--- src/rtl/frodo_decode_pack.sv ---
// frodo_decode_pack
// Round-mods a stream of coefficient words down to B bits each and packs a block
// of NCOEF results LSB-first into OUT_W-bit output words. B comes from the
// sec_lvl value captured on the first beat of each block. Two banks ping-pong:
// one bank fills while the other drains.
//
// Ports:
//   clk        rising-edge clock
//   rstn       asynchronous active-low reset
//   clr        synchronous clear: drops partial block and both banks
//   sec_lvl    level select (00: B=2/LOGQ=15, 01: B=3/LOGQ=16, 10: B=4/LOGQ=16, 11: illegal)
//   in_data    LANES coefficients, lane i at [i*COEF_W +: COEF_W]
//   in_valid   in_data valid
//   in_ready   a beat can be accepted
//   out_data   packed output word, 0 while out_valid is low
//   out_valid  out_data valid
//   out_ready  downstream accepts a word
//   out_last   marks the final word of a block
//   err_lvl    one-cycle pulse after a block starts with sec_lvl = 11
module frodo_decode_pack #(
  parameter int COEF_W = 16,
  parameter int LANES  = 4,
  parameter int NCOEF  = 64,
  parameter int OUT_W  = 64
) (
  input  logic                      clk,
  input  logic                      rstn,
  input  logic                      clr,
  input  logic [1:0]                sec_lvl,
  input  logic [LANES*COEF_W-1:0]   in_data,
  input  logic                      in_valid,
  output logic                      in_ready,
  output logic [OUT_W-1:0]          out_data,
  output logic                      out_valid,
  input  logic                      out_ready,
  output logic                      out_last,
  output logic                      err_lvl
);

  localparam int BEATS = NCOEF / LANES;
  localparam int BCW   = (BEATS > 1) ? $clog2(BEATS) : 1;
  // Each coefficient slot is stored 4 bits wide (widest B); packing to the
  // block's actual B happens on the read side.
  localparam int PW    = NCOEF * 4;
  localparam int MAXW  = PW / OUT_W;
  localparam int WCW   = (MAXW > 1) ? $clog2(MAXW) : 1;

  typedef enum logic [1:0] {
    EMPTY    = 2'd0,
    FILLING  = 2'd1,
    FULL     = 2'd2,
    DRAINING = 2'd3
  } bank_st_t;

  // r = ((c + 2^(LOGQ-B-1)) >> (LOGQ-B)) mod 2^B, bits of c at or above LOGQ dropped.
  function automatic logic [3:0] roundmod(input logic [COEF_W-1:0] c,
                                          input logic [1:0]        lvl);
    logic [COEF_W:0] cm;
    logic [COEF_W:0] sum;
    int b;
    int logq;
    b    = int'(lvl) + 2;
    logq = (lvl == 2'b00) ? 15 : 16;
    cm   = {1'b0, c};
    for (int i = 0; i <= COEF_W; i++) begin
      if (i >= logq) cm[i] = 1'b0;
    end
    sum = cm + ((COEF_W+1)'(1) << (logq - b - 1));
    sum = sum >> (logq - b);
    case (lvl)
      2'b00:   return {2'b00, sum[1:0]};
      2'b01:   return {1'b0, sum[2:0]};
      2'b10:   return sum[3:0];
      default: return 4'd0;
    endcase
  endfunction

  // Index of the final output word of a block at the given level.
  function automatic logic [WCW-1:0] last_word(input logic [1:0] lvl);
    case (lvl)
      2'b00:   return WCW'(2 * NCOEF / OUT_W - 1);
      2'b01:   return WCW'(3 * NCOEF / OUT_W - 1);
      2'b10:   return WCW'(4 * NCOEF / OUT_W - 1);
      default: return '0;
    endcase
  endfunction

  bank_st_t       st [2];
  logic [1:0]     lvl [2];
  logic           wr_bank;
  logic           rd_bank;
  logic [BCW-1:0] beat_cnt;
  logic [WCW-1:0] word_cnt;
  logic           up;
  logic [3:0]     slot [2][NCOEF];

  logic           in_fire;
  logic           out_fire;
  logic           last_beat;
  logic [1:0]     cur_lvl;
  logic [1:0]     rd_lvl;
  logic [PW-1:0]  pack_vec;

  // The first beat of a block uses the live sec_lvl; later beats use the latched one.
  assign cur_lvl   = (beat_cnt == '0) ? sec_lvl : lvl[wr_bank];
  assign in_ready  = up && (st[wr_bank] == EMPTY || st[wr_bank] == FILLING);
  assign in_fire   = in_valid && in_ready;
  assign last_beat = (beat_cnt == BCW'(BEATS - 1));

  assign rd_lvl    = lvl[rd_bank];
  assign out_valid = (st[rd_bank] == FULL || st[rd_bank] == DRAINING);
  assign out_last  = out_valid && (word_cnt == last_word(rd_lvl));
  assign out_fire  = out_valid && out_ready;

  // Control: bank states, pointers, counters.
  always_ff @(posedge clk or negedge rstn) begin
    if (!rstn) begin
      up       <= 1'b0;
      st[0]    <= EMPTY;
      st[1]    <= EMPTY;
      lvl[0]   <= 2'b00;
      lvl[1]   <= 2'b00;
      wr_bank  <= 1'b0;
      rd_bank  <= 1'b0;
      beat_cnt <= '0;
      word_cnt <= '0;
      err_lvl  <= 1'b0;
    end else begin
      up      <= 1'b1;
      err_lvl <= 1'b0;
      if (clr) begin
        st[0]    <= EMPTY;
        st[1]    <= EMPTY;
        wr_bank  <= 1'b0;
        rd_bank  <= 1'b0;
        beat_cnt <= '0;
        word_cnt <= '0;
      end else begin
        if (in_fire) begin
          if (beat_cnt == '0) begin
            lvl[wr_bank] <= sec_lvl;
            err_lvl      <= (sec_lvl == 2'b11);
          end
          if (last_beat) begin
            beat_cnt <= '0;
            // An illegal block is released in place; the write pointer stays
            // so that it keeps tracking the read pointer's bank order.
            if (cur_lvl == 2'b11) begin
              st[wr_bank] <= EMPTY;
            end else begin
              st[wr_bank] <= FULL;
              wr_bank     <= ~wr_bank;
            end
          end else begin
            beat_cnt    <= beat_cnt + 1'b1;
            st[wr_bank] <= FILLING;
          end
        end
        // The read bank is FULL/DRAINING and the write bank EMPTY/FILLING, so
        // both updates never target the same bank in one cycle.
        if (out_fire) begin
          if (out_last) begin
            st[rd_bank] <= EMPTY;
            rd_bank     <= ~rd_bank;
            word_cnt    <= '0;
          end else begin
            st[rd_bank] <= DRAINING;
            word_cnt    <= word_cnt + 1'b1;
          end
        end
      end
    end
  end

  // Datapath: round-mod each lane into its slot of the bank being filled.
  always_ff @(posedge clk) begin
    if (in_fire) begin
      for (int i = 0; i < LANES; i++) begin
        slot[wr_bank][int'(beat_cnt) * LANES + i] <= roundmod(in_data[i*COEF_W +: COEF_W], cur_lvl);
      end
    end
  end

  // Read side: pack the read bank's slots at its B and select the current word.
  always_comb begin
    pack_vec = '0;
    for (int k = 0; k < NCOEF; k++) begin
      case (rd_lvl)
        2'b00:   pack_vec[k*2 +: 2] = slot[rd_bank][k][1:0];
        2'b01:   pack_vec[k*3 +: 3] = slot[rd_bank][k][2:0];
        2'b10:   pack_vec[k*4 +: 4] = slot[rd_bank][k];
        default: ;
      endcase
    end
    out_data = out_valid ? pack_vec[int'(word_cnt) * OUT_W +: OUT_W] : '0;
  end

endmodule

--- config.mk ---
export PLATFORM = sky130hd
export DESIGN_NAME = frodo_decode_pack
export DESIGN_NICKNAME = d
export VERILOG_FILES = /design/src/rtl/frodo_decode_pack.sv
export SDC_FILE = /design/constraint.sdc
export NUM_CORES = 1
export LEC_CHECK = 0
export CAP_MARGIN = 25
export CORE_ASPECT_RATIO = 1.2
export CORE_UTILIZATION = 40
export DETAILED_ROUTE_END_ITERATION = 10
export PLACE_DENSITY = 0.56
export SETUP_SLACK_MARGIN = 0.3
export SLEW_MARGIN = 20
export SYNTH_ARGS = -nofsm -noshare
export SYNTH_HDL_FRONTEND = slang
export SYNTH_SLANG_ARGS = --single-unit
--- constraint.sdc ---
create_clock -name clk -period 5.8 [get_ports clk]
set_clock_uncertainty 0.15 [all_clocks]
set_input_delay 1.16 -clock clk [delete_from_list [all_inputs] [get_ports clk]]
set_output_delay 1.16 -clock clk [all_outputs]
set_load 0.01 [all_outputs]
==> results.txt, run 1 <==
Setup slack on the critical path of the routed design comes to around 0.25 ns. Among all flip-flop cells after synthesis, the most frequent one is sky130_fd_sc_hd__edfxtp_1. The HPWL after detailed placement came out at roughly 78,000 um. The category of the most critical setup path is flop to primary output.

The flow ran to the end, and the final reports show no timing, DRC or antenna violations. The final-report setup violation count came out at 0. The combinational share of power came out at 0.249. Among cell families on the critical path, the largest total delay comes from simple AND/OR/NAND/NOR gates. The synthesized design spends more area on one cell type than any other, namely sky130_fd_sc_hd__edfxtp_1. The share of total power dissipated in sequential elements is 0.416. The total of max-cap violations came out at 0.

The fraction of synthesis flops using an asynchronous set or reset pin is 0.0303. The initial antenna violation count was 3. The maximum clock insertion buffer count is 3. The slew of the pin with the lowest slew margin came out at around 1.1 ns. The port buffer count is roughly 140. The clock period minus final worst setup slack came out at 5.55 ns.

The maximum number of pins on one net before global-route repair came out at 83. On the critical path, the stage with the largest delay is an instance of sky130_fd_sc_hd__clkdlybuf4s50_1. The highest layer touched by signal routing is met5. CTS placed an instance of sky130_fd_sc_hd__clkbuf_16 at the clock tree root.

The max-slew violation count came to 0. Measured on the finished design, the core utilization comes to 0.478. The global-route wire length before repair came out at around 160,000 um.

Of the synthesized area, sequential elements account for 0.555. The worst setup path is captured at a primary output. The fraction of final layout cells sized beyond drive strength 1 came out at 0.181.

Counting every sink on the clock net gives 528. The largest single stage delay on the critical path is approximately 0.63 ns. The remaining global-route overflow is 0. The routed layout has 22,186 vias. Sorting the synthesized cells by how often they occur yields sky130_fd_sc_hd__edfxtp_1, sky130_fd_sc_hd__mux2i_1, sky130_fd_sc_hd__nor2_1.

The count of inserted antenna diode cells is 0. The die boundary width came out at ~250 um. Setup repair after global routing could not meet its margin everywhere. The number of primary I/O pins came out at roughly 140. The worst-case IR drop observed on VDD is between 0.0002 and 0.00025 V.

The number of placement rows is approximately 110. The startpoint type of the worst setup path is a flop. The cell area power density came out at 317 nW/um2. The achievable clock frequency is approximately 180 MHz. The total design power came out at about 11 mW. The critical-path maximum fanout came out at between 70 and 80. The via count of the first global-routing pass came out at between 20,000 and 25,000. The number of unique standard cell types used by synthesis is 68. The top-area cell type share of the netlist area is 0.541. The critical path goes through mux2i_1 > buf_4 > ha_1 > nor2b_4 > buf_12 > a221oi_1 > nor3_1 > a211oi_1 > nor3_1 > clkdlybuf4s50_1. Dividing the final minimum period by the clock period gives 0.956. The count of buffer and inverter cells on the critical path is 3. The total CTS buffers came out at 54. Relative to the synthesized area, the layout overhead comes to 17.8%. Dividing the detail-routed via count by the number of cells gives 6.43.

During synthesis, Yosys emitted a total of 0 warnings. The switching power is 3.30 mW. The cts-stage hold buffer count came out at 0. In the final routed layout, each cell accounts on average for ~32 um. The filler cell count in the final layout is approximately 6,300. The net switching fraction of the power is 0.312.

After clock tree synthesis, the clock-pin slew on the worst setup and hold paths is 0.06 ns. The static leakage power is approximately 12 nW. The initial utilization of the core area, before any placement, comes to 0.406.

The share of total power dissipated in the clock network is 0.335. After detailed routing, the total wire length is between 100,000 and 150,000 um. Headroom to the max-slew limit came out at 0.298. After synthesis, the cell types taking the most area are sky130_fd_sc_hd__edfxtp_1, sky130_fd_sc_hd__mux2_2, sky130_fd_sc_hd__mux2i_1, sky130_fd_sc_hd__ha_1, sky130_fd_sc_hd__a221oi_1. The count of mapped cells out of synthesis came out at approximately 2,300. The total negative slack for setup checks is 0 ns. The final hold violation count is 0. The net total in the final layout is about 2,600. The clock insertion delay at the later pin of the skew report is about 0.62 ns.

Counting flops with a built-in enable in the synthesized netlist gives slightly above 500. For the worst setup path, the data required time is 4.49 ns. The number of detailed-routing iterations run before antenna repair is 8.

The amount of wire on met3 after detailed routing is roughly 11,000 um. The placer congestion estimate is about 1.0. The global-route usage over all layers came out at 0.306. A synthesized cell averages about 12 um2. In the final routing, the length of wire on met1 measures about 42,000 um.

Among all cell types in the netlist, the one instantiated most often is sky130_fd_sc_hd__edfxtp_1. For this run, design rule violations remaining after detail routing come to 0. The die covers approximately 70,000 um2.

For the worst setup path, the data arrival time is 4.24 ns. The initial detailed-routing violation count is ~3,700. The remaining antenna violation count after routing came out at 0. TritonCTS built the clock tree. The count of state elements after synthesis came out at 528.

The H-tree generated during clock tree synthesis spans 2 levels. The cell with the most instances on the worst path is sky130_fd_sc_hd__nor3_1. Detailed routing placed a total of about 52,000 um of wire on met2. The combined area of all synthesized cells is around 28,000 um2.

The core region is between 70,000 and 80,000 um2. The internal power component is ~7.3 mW. The vertical die dimension came out at between 200 and 300 um. The minimum setup slack after placement is 0.581 ns. The class of the worst hold path is flop to flop.
## worst paths after layout
path,from,to,slack [ns],depth (start not counted)
max in group asynchronous,rstn,word_cnt[1],4.08,1
setup / recovery,rd_bank,out_data[50],0.25,10
setup reg to reg,beat_cnt[0],slot[1][19],1.12,15
min in group asynchronous,rstn,beat_cnt[3],0.84,1
hold reg to reg,lvl[2],lvl[2],0.41,1
hold / removal,lvl[2],lvl[2],0.41,1
## power by group through the flow
stage	combinational [mW]	clock, mW	sequential [mW]
after detailed placement	2.49	0	4.49
after CTS	2.50	3.57	4.41
after global placement	2.45	0	4.49
after floorplan	1.44	0	4.48
after global routing	2.75	3.72	4.41
final	2.64	3.55	4.41
## per-stage QoR
stage / cell area, um2 / cells / hold WS (ns)
floorplan: 28600 / 2361 / 0.346
global placement: 31500 / 3342 / 0.377
detailed placement: 31500 / 3342 / 0.387
CTS: 33300 / 3441 / 0.401
global route: 33500 / 3448 / 0.417
finish: 33500 / 3448 / 0.409
## cell type report
| cell class | count | area [um2] | share of cell area |
|---|---|---|---|
| sequential | 528 | 15800 | 0.472 |
| multi-input combinational | 1600 | 12000 | 0.358 |
| timing repair buffer | 281 | 2710 | 0.0809 |
| clock buffer | 66 | 1420 | 0.0424 |
| tap | 918 | 1150 | 0.0343 |
| clock inverter | 33 | 350 | 0.0105 |
| inverter | 22 | 82.6 | 0.00247 |
## cells in the final DEF, fill, tap and decap left out, types with 18 or more instances in the layout
master and instances:
sky130_fd_sc_hd__clkdlybuf4s50_1 138, sky130_fd_sc_hd__o21ai_0 103, sky130_fd_sc_hd__a311oi_1 21, sky130_fd_sc_hd__nor3_1 64
sky130_fd_sc_hd__a221o_1 21, sky130_fd_sc_hd__o221ai_1 24, sky130_fd_sc_hd__a21oi_1 147, sky130_fd_sc_hd__edfxtp_1 512
sky130_fd_sc_hd__o211ai_1 29, sky130_fd_sc_hd__mux2i_1 203, sky130_fd_sc_hd__nand3_1 59, sky130_fd_sc_hd__ha_1 71
sky130_fd_sc_hd__a211oi_1 31, sky130_fd_sc_hd__a221oi_1 94, sky130_fd_sc_hd__a22oi_1 32, sky130_fd_sc_hd__nand2_1 70
sky130_fd_sc_hd__conb_1 49, sky130_fd_sc_hd__clkbuf_16 56, sky130_fd_sc_hd__nor2_1 204, sky130_fd_sc_hd__mux2_2 195
sky130_fd_sc_hd__buf_4 122, sky130_fd_sc_hd__o311a_1 18
## registers in the layout, indices dropped and copies added, names as in the netlist, 2 cells and up
| register | cells |
|---|---|
| beat_cnt | 4 |
| lvl | 4 |
| slot | 512 |
| word_cnt | 2 |
| st | 2 |
## logic make-up after synthesis
kind of cell | Yosys count | share of synthesized area
compound gates | 602 | 0.148
xor+xnor | 21 | 0.00674
fa+ha+maj | 77 | 0.0350
buf+inv | 233 | 0.0339
flops | 528 | 0.555
mux | 403 | 0.152
other cells | 2 | 0.000264
simple gates | 448 | 0.0694
## metal layers
layer / global-route usage / vias up
li1: - / 9390
met2: 0.494 / 1485
met4: 0.157 / 2
met3: 0.0635 / 300
met1: 0.388 / 11009
met5: 0 / -
## what timing repair did
action | CTS | global route
buffers inserted | 0 | 6
pin swaps | 0 | 0
gates resized for setup | 4 | 14
cloned | 0 | 1
setup endpoints to repair | 20 | 30
endpoints found under the hold margin | 0 | 0
Power figures use the tool's default switching activity.
==> inputs of run 2 (changes only) <==
--- a/config.mk
+++ b/config.mk
@@ -7,9 +7,9 @@
 export LEC_CHECK = 0
 export CAP_MARGIN = 25
 export CORE_ASPECT_RATIO = 1.2
+export CORE_MARGIN = 5
 export CORE_UTILIZATION = 40
 export DETAILED_ROUTE_END_ITERATION = 10
-export PLACE_DENSITY = 0.56
 export SETUP_SLACK_MARGIN = 0.3
 export SLEW_MARGIN = 20
 export SYNTH_ARGS = -nofsm -noshare
==> run 2 against run 1 <==
  * Via count about the same
  * Combinational power about the same
  * Utilization down 0.54 points
  * Cell area down 0.20%
  * Power up 0.16%
  * Routed wire length up 1.3%
  * Global-route usage down 2.1 points
  * Largest cell class unchanged
  * Sequential power about the same
  * Worst setup slack worse by 0.022 ns
  * Count of clock-buffer cells in the layout down 9
  * Die area up 6.1%
==> results.txt, run 2 (synthesis results as in run 1) <==
The number of primary I/O pins is 139 (unchanged). The die boundary width is 253 um (was 245 um). The utilization after layout came out at 0.473 (was 0.478). Worst path cell trace: mux2i_1 > buf_4 > inv_1 > ha_1 > nor2b_4 > buf_4 > a221o_1 > o211ai_1 > a311oi_1 > clkdlybuf4s50_1 (was mux2i_1 > buf_4 > ha_1 > nor2b_4 > buf_12 > a221oi_1 > nor3_1 > a211oi_1 > nor3_1 > clkdlybuf4s50_1). The root buffer cell was sky130_fd_sc_hd__clkbuf_16 (unchanged). The maximum clock insertion buffer count was 3 (unchanged).

Most used cells in the layout excluding fill and tap cells: sky130_fd_sc_hd__edfxtp_1, sky130_fd_sc_hd__nor2_1, sky130_fd_sc_hd__mux2i_1, sky130_fd_sc_hd__mux2_2, sky130_fd_sc_hd__a21oi_1 (unchanged). The logic depth of the worst register-to-register path is 13 (was 15). The final hold violation count is 0 (unchanged). The total negative slack for setup checks is 0 ns (unchanged). The final period utilization came out at 0.960 (was 0.956). Outcome: finished clean (unchanged).

RSZ-0062 raised after global routing: true (unchanged). The number of placement rows is 107 (was 106). The achievable clock frequency came out at 180 MHz (about the same). The initial antenna violation count is 4 (was 3). The slowest library cell on the worst path was sky130_fd_sc_hd__a311oi_1 (was sky130_fd_sc_hd__clkdlybuf4s50_1).

The relative slew slack is 0.278 (was 0.298). The critical path's largest stage delay is 0.76 ns (was 0.63 ns). The class of the worst hold path is flop to flop (unchanged). The max-slew violation count is 0 (unchanged).

The number of instances on the worst hold path came out at 1 (unchanged). The number of detailed-routing iterations run before antenna repair is 6 (was 8). The clock period minus final worst setup slack came out at 5.57 ns (was 5.55 ns). The net total in the final layout is 2,623 (was 2,635).

The number of flip-flops under the largest register name is 512 (unchanged). The category of the most critical setup path is flop to primary output (unchanged). The critical-path maximum fanout is 25 (was 73). The peak ir drop on the vdd network came out at 0.000224 V (was 0.000220 V). The global-route wire length before repair came to 158,000 um (was 157,000 um). The CTS tree was yes (unchanged). The detailed-route wire length came out at 113,000 um (was 112,000 um).

The required time of the critical path is 4.49 ns (about the same). The port buffer count came to 138 (unchanged). The setup slack after layout is 0.230 ns (was 0.252 ns). The source of the worst register-to-register timing path was beat_cnt[0] (unchanged).

The count of buffer and inverter cells on the critical path was 4 (was 3). The start point of the worst hold path is lvl[2] (unchanged). The HPWL after detailed placement is 76,600 um (was 77,700 um). The vertical die dimension is 302 um (was 294 um).

The cell with the most instances on the worst path was sky130_fd_sc_hd__buf_4 (was sky130_fd_sc_hd__nor3_1). The arrival time at the worst endpoint is 4.26 ns (was 4.24 ns). The clock insertion delay at the later pin of the skew report is 0.60 ns (was 0.62 ns). The remaining design rule violation count came out at 0 (unchanged). The final-report setup violation count came to 0 (unchanged). The starting density of the core came out at 0.402 (was 0.406).

The clock slew at the register clock pins of the worst setup and hold paths is 0.07 ns (was 0.06 ns). Largest registers: slot (512), beat_cnt (4), lvl (4) (unchanged). The area of the core region came to 70,700 um2 (was 70,000 um2). The element type at the critical path end was a primary output (unchanged). The placer congestion estimate is 0.984 (was 0.999).

The remaining antenna violation count after routing came out at 0 (unchanged). The flop-to-flop setup slack came out at 1.20 ns (was 1.12 ns). The capture point of the worst reg-to-reg path is slot[0][35] (was slot[1][19]).

The critical path's top delay family is buffers and inverters (was simple AND/OR/NAND/NOR gates). The fraction of final layout cells sized beyond drive strength 1 came to 0.180 (was 0.181). The maximum number of pins on one net before global-route repair came out at 111 (was 83). The most common library cell in the layout ignoring fill and taps is sky130_fd_sc_hd__edfxtp_1 (unchanged). The number of sinks driven by the clock tree was 528 (unchanged). The area of the die came out at 76,500 um2 (was 72,100 um2). The remaining global-route overflow is 0 (unchanged). The minimum setup slack after placement was 0.655 ns (was 0.581 ns). The largest register by flop count is slot (unchanged). The global-route usage over all layers is 0.285 (was 0.306).

The final routed wire length divided by cell count was 32.9 um (was 32.5 um). The slew of the pin with the lowest slew margin is 1.08 ns (was 1.05 ns). The total CTS buffers was 52 (was 54). The count of H-tree levels built during CTS is 2 (unchanged). The area overhead of the layout relative to synthesis came to 17.6% (was 17.8%).

The via count of the first global-routing pass came out at 21,760 (was 21,332). The static leakage power is 11.9 nW (about the same). The total number of vias was 22,184 (was 22,186). The cell area power density came out at 318 nW/um2 (was 317 nW/um2). The startpoint type of the worst setup path was a flop (unchanged). The via density per instance is 6.44 (was 6.43). The cts-stage hold buffer count came out at 0 (unchanged). The initial detailed-routing violation count is 3,052 (was 3,704). The worst min-delay path endpoint is lvl[2] (unchanged). The total of max-cap violations is 0 (unchanged).
run 2: cell count changes in the layout (fill, tap and decap cells not counted), moves of 3 or more:
cell	before	now
sky130_fd_sc_hd__buf_4	122	115
sky130_fd_sc_hd__clkinv_4	1	4
sky130_fd_sc_hd__clkbuf_1	11	4
sky130_fd_sc_hd__buf_12	16	11
sky130_fd_sc_hd__clkinvlp_4	2	7
run 2: layer usage:
layer | up-vias | part of all wire | global-route usage | wire length (um)
met3 | 301 | 0.093 | 0.0477 | 10500
met4 | 2 | 0.067 | 0.159 | 7650
met5 | - | 0.00015 | 0 | 17
met2 | 1472 | 0.46 | 0.455 | 52000
met1 | 11039 | 0.38 | 0.371 | 43300
li1 | 9370 | - | - | -
run 2: metrics by stage:
stage               power [mW]  hold slack [ns]  area (um2)  cells
detailed placement        6.98            0.399       31400   3341
finish                    10.6            0.426       33400   3444
CTS                       10.5            0.414       33300   3437
global placement          6.94            0.412       31400   3341
global route              10.9            0.437       33400   3443
floorplan                 5.92            0.346       28600   2361
run 2: worst register-to-register path: stages, from the launching register on:
cell	delay [ns]
sky130_fd_sc_hd__dfrtp_1	0.44
sky130_fd_sc_hd__inv_1	0.09
sky130_fd_sc_hd__ha_1	0.27
sky130_fd_sc_hd__and2_1	0.25
sky130_fd_sc_hd__o31a_2	0.43
sky130_fd_sc_hd__inv_2	0.50
sky130_fd_sc_hd__ha_1	0.42
sky130_fd_sc_hd__and4_1	0.25
sky130_fd_sc_hd__nor2b_1	0.14
sky130_fd_sc_hd__o211ai_1	0.16
sky130_fd_sc_hd__nand3_1	0.11
sky130_fd_sc_hd__xor2_1	0.24
sky130_fd_sc_hd__nand2_2	0.50
sky130_fd_sc_hd__o21ai_0	0.46
run 2: worst max-delay path by stage:
stage	startpoint	to	slack, ns	cells past startpoint
2_1_floorplan	rd_bank	out_data[0]	1.10	17
3_3_place_gp	rd_bank	out_data[55]	0.72	11
3_5_place_dp	sec_lvl[0]	slot[0][240]	0.66	13
4_1_cts	rd_bank	out_data[4]	0.24	9
5_1_grt	rd_bank	out_data[49]	0.23	12
6_report	rd_bank	out_data[47]	0.23	10
run 2: layout make-up:
class | instances | area [um2]
diodes | 1 | 2.50
clock buffers | 57 | 1340
clock inverters | 39 | 448
fillers | 6404 | 37300
inverters | 22 | 82.6
multi-input cells | 1600 | 12000
flip-flops and latches | 528 | 15800
well taps | 926 | 1160
repair buffers | 271 | 2610
run 2: power by group:
part,internal [mW],switching [mW],total [mW]
combinational,0.808,1.80,2.61
clock,2.08,1.51,3.59
sequential,4.39,0.0161,4.41
total,7.28,3.33,10.6
run 2: what timing repair did:
action / 4_1_cts / 5_1_grt
setup endpoints to repair: 8 / 22
gates resized for setup: 6 / 15
gates cloned: 0 / 2
buffers inserted: 0 / 4
hold endpoints to repair: 0 / 0
pin swaps: 0 / 0
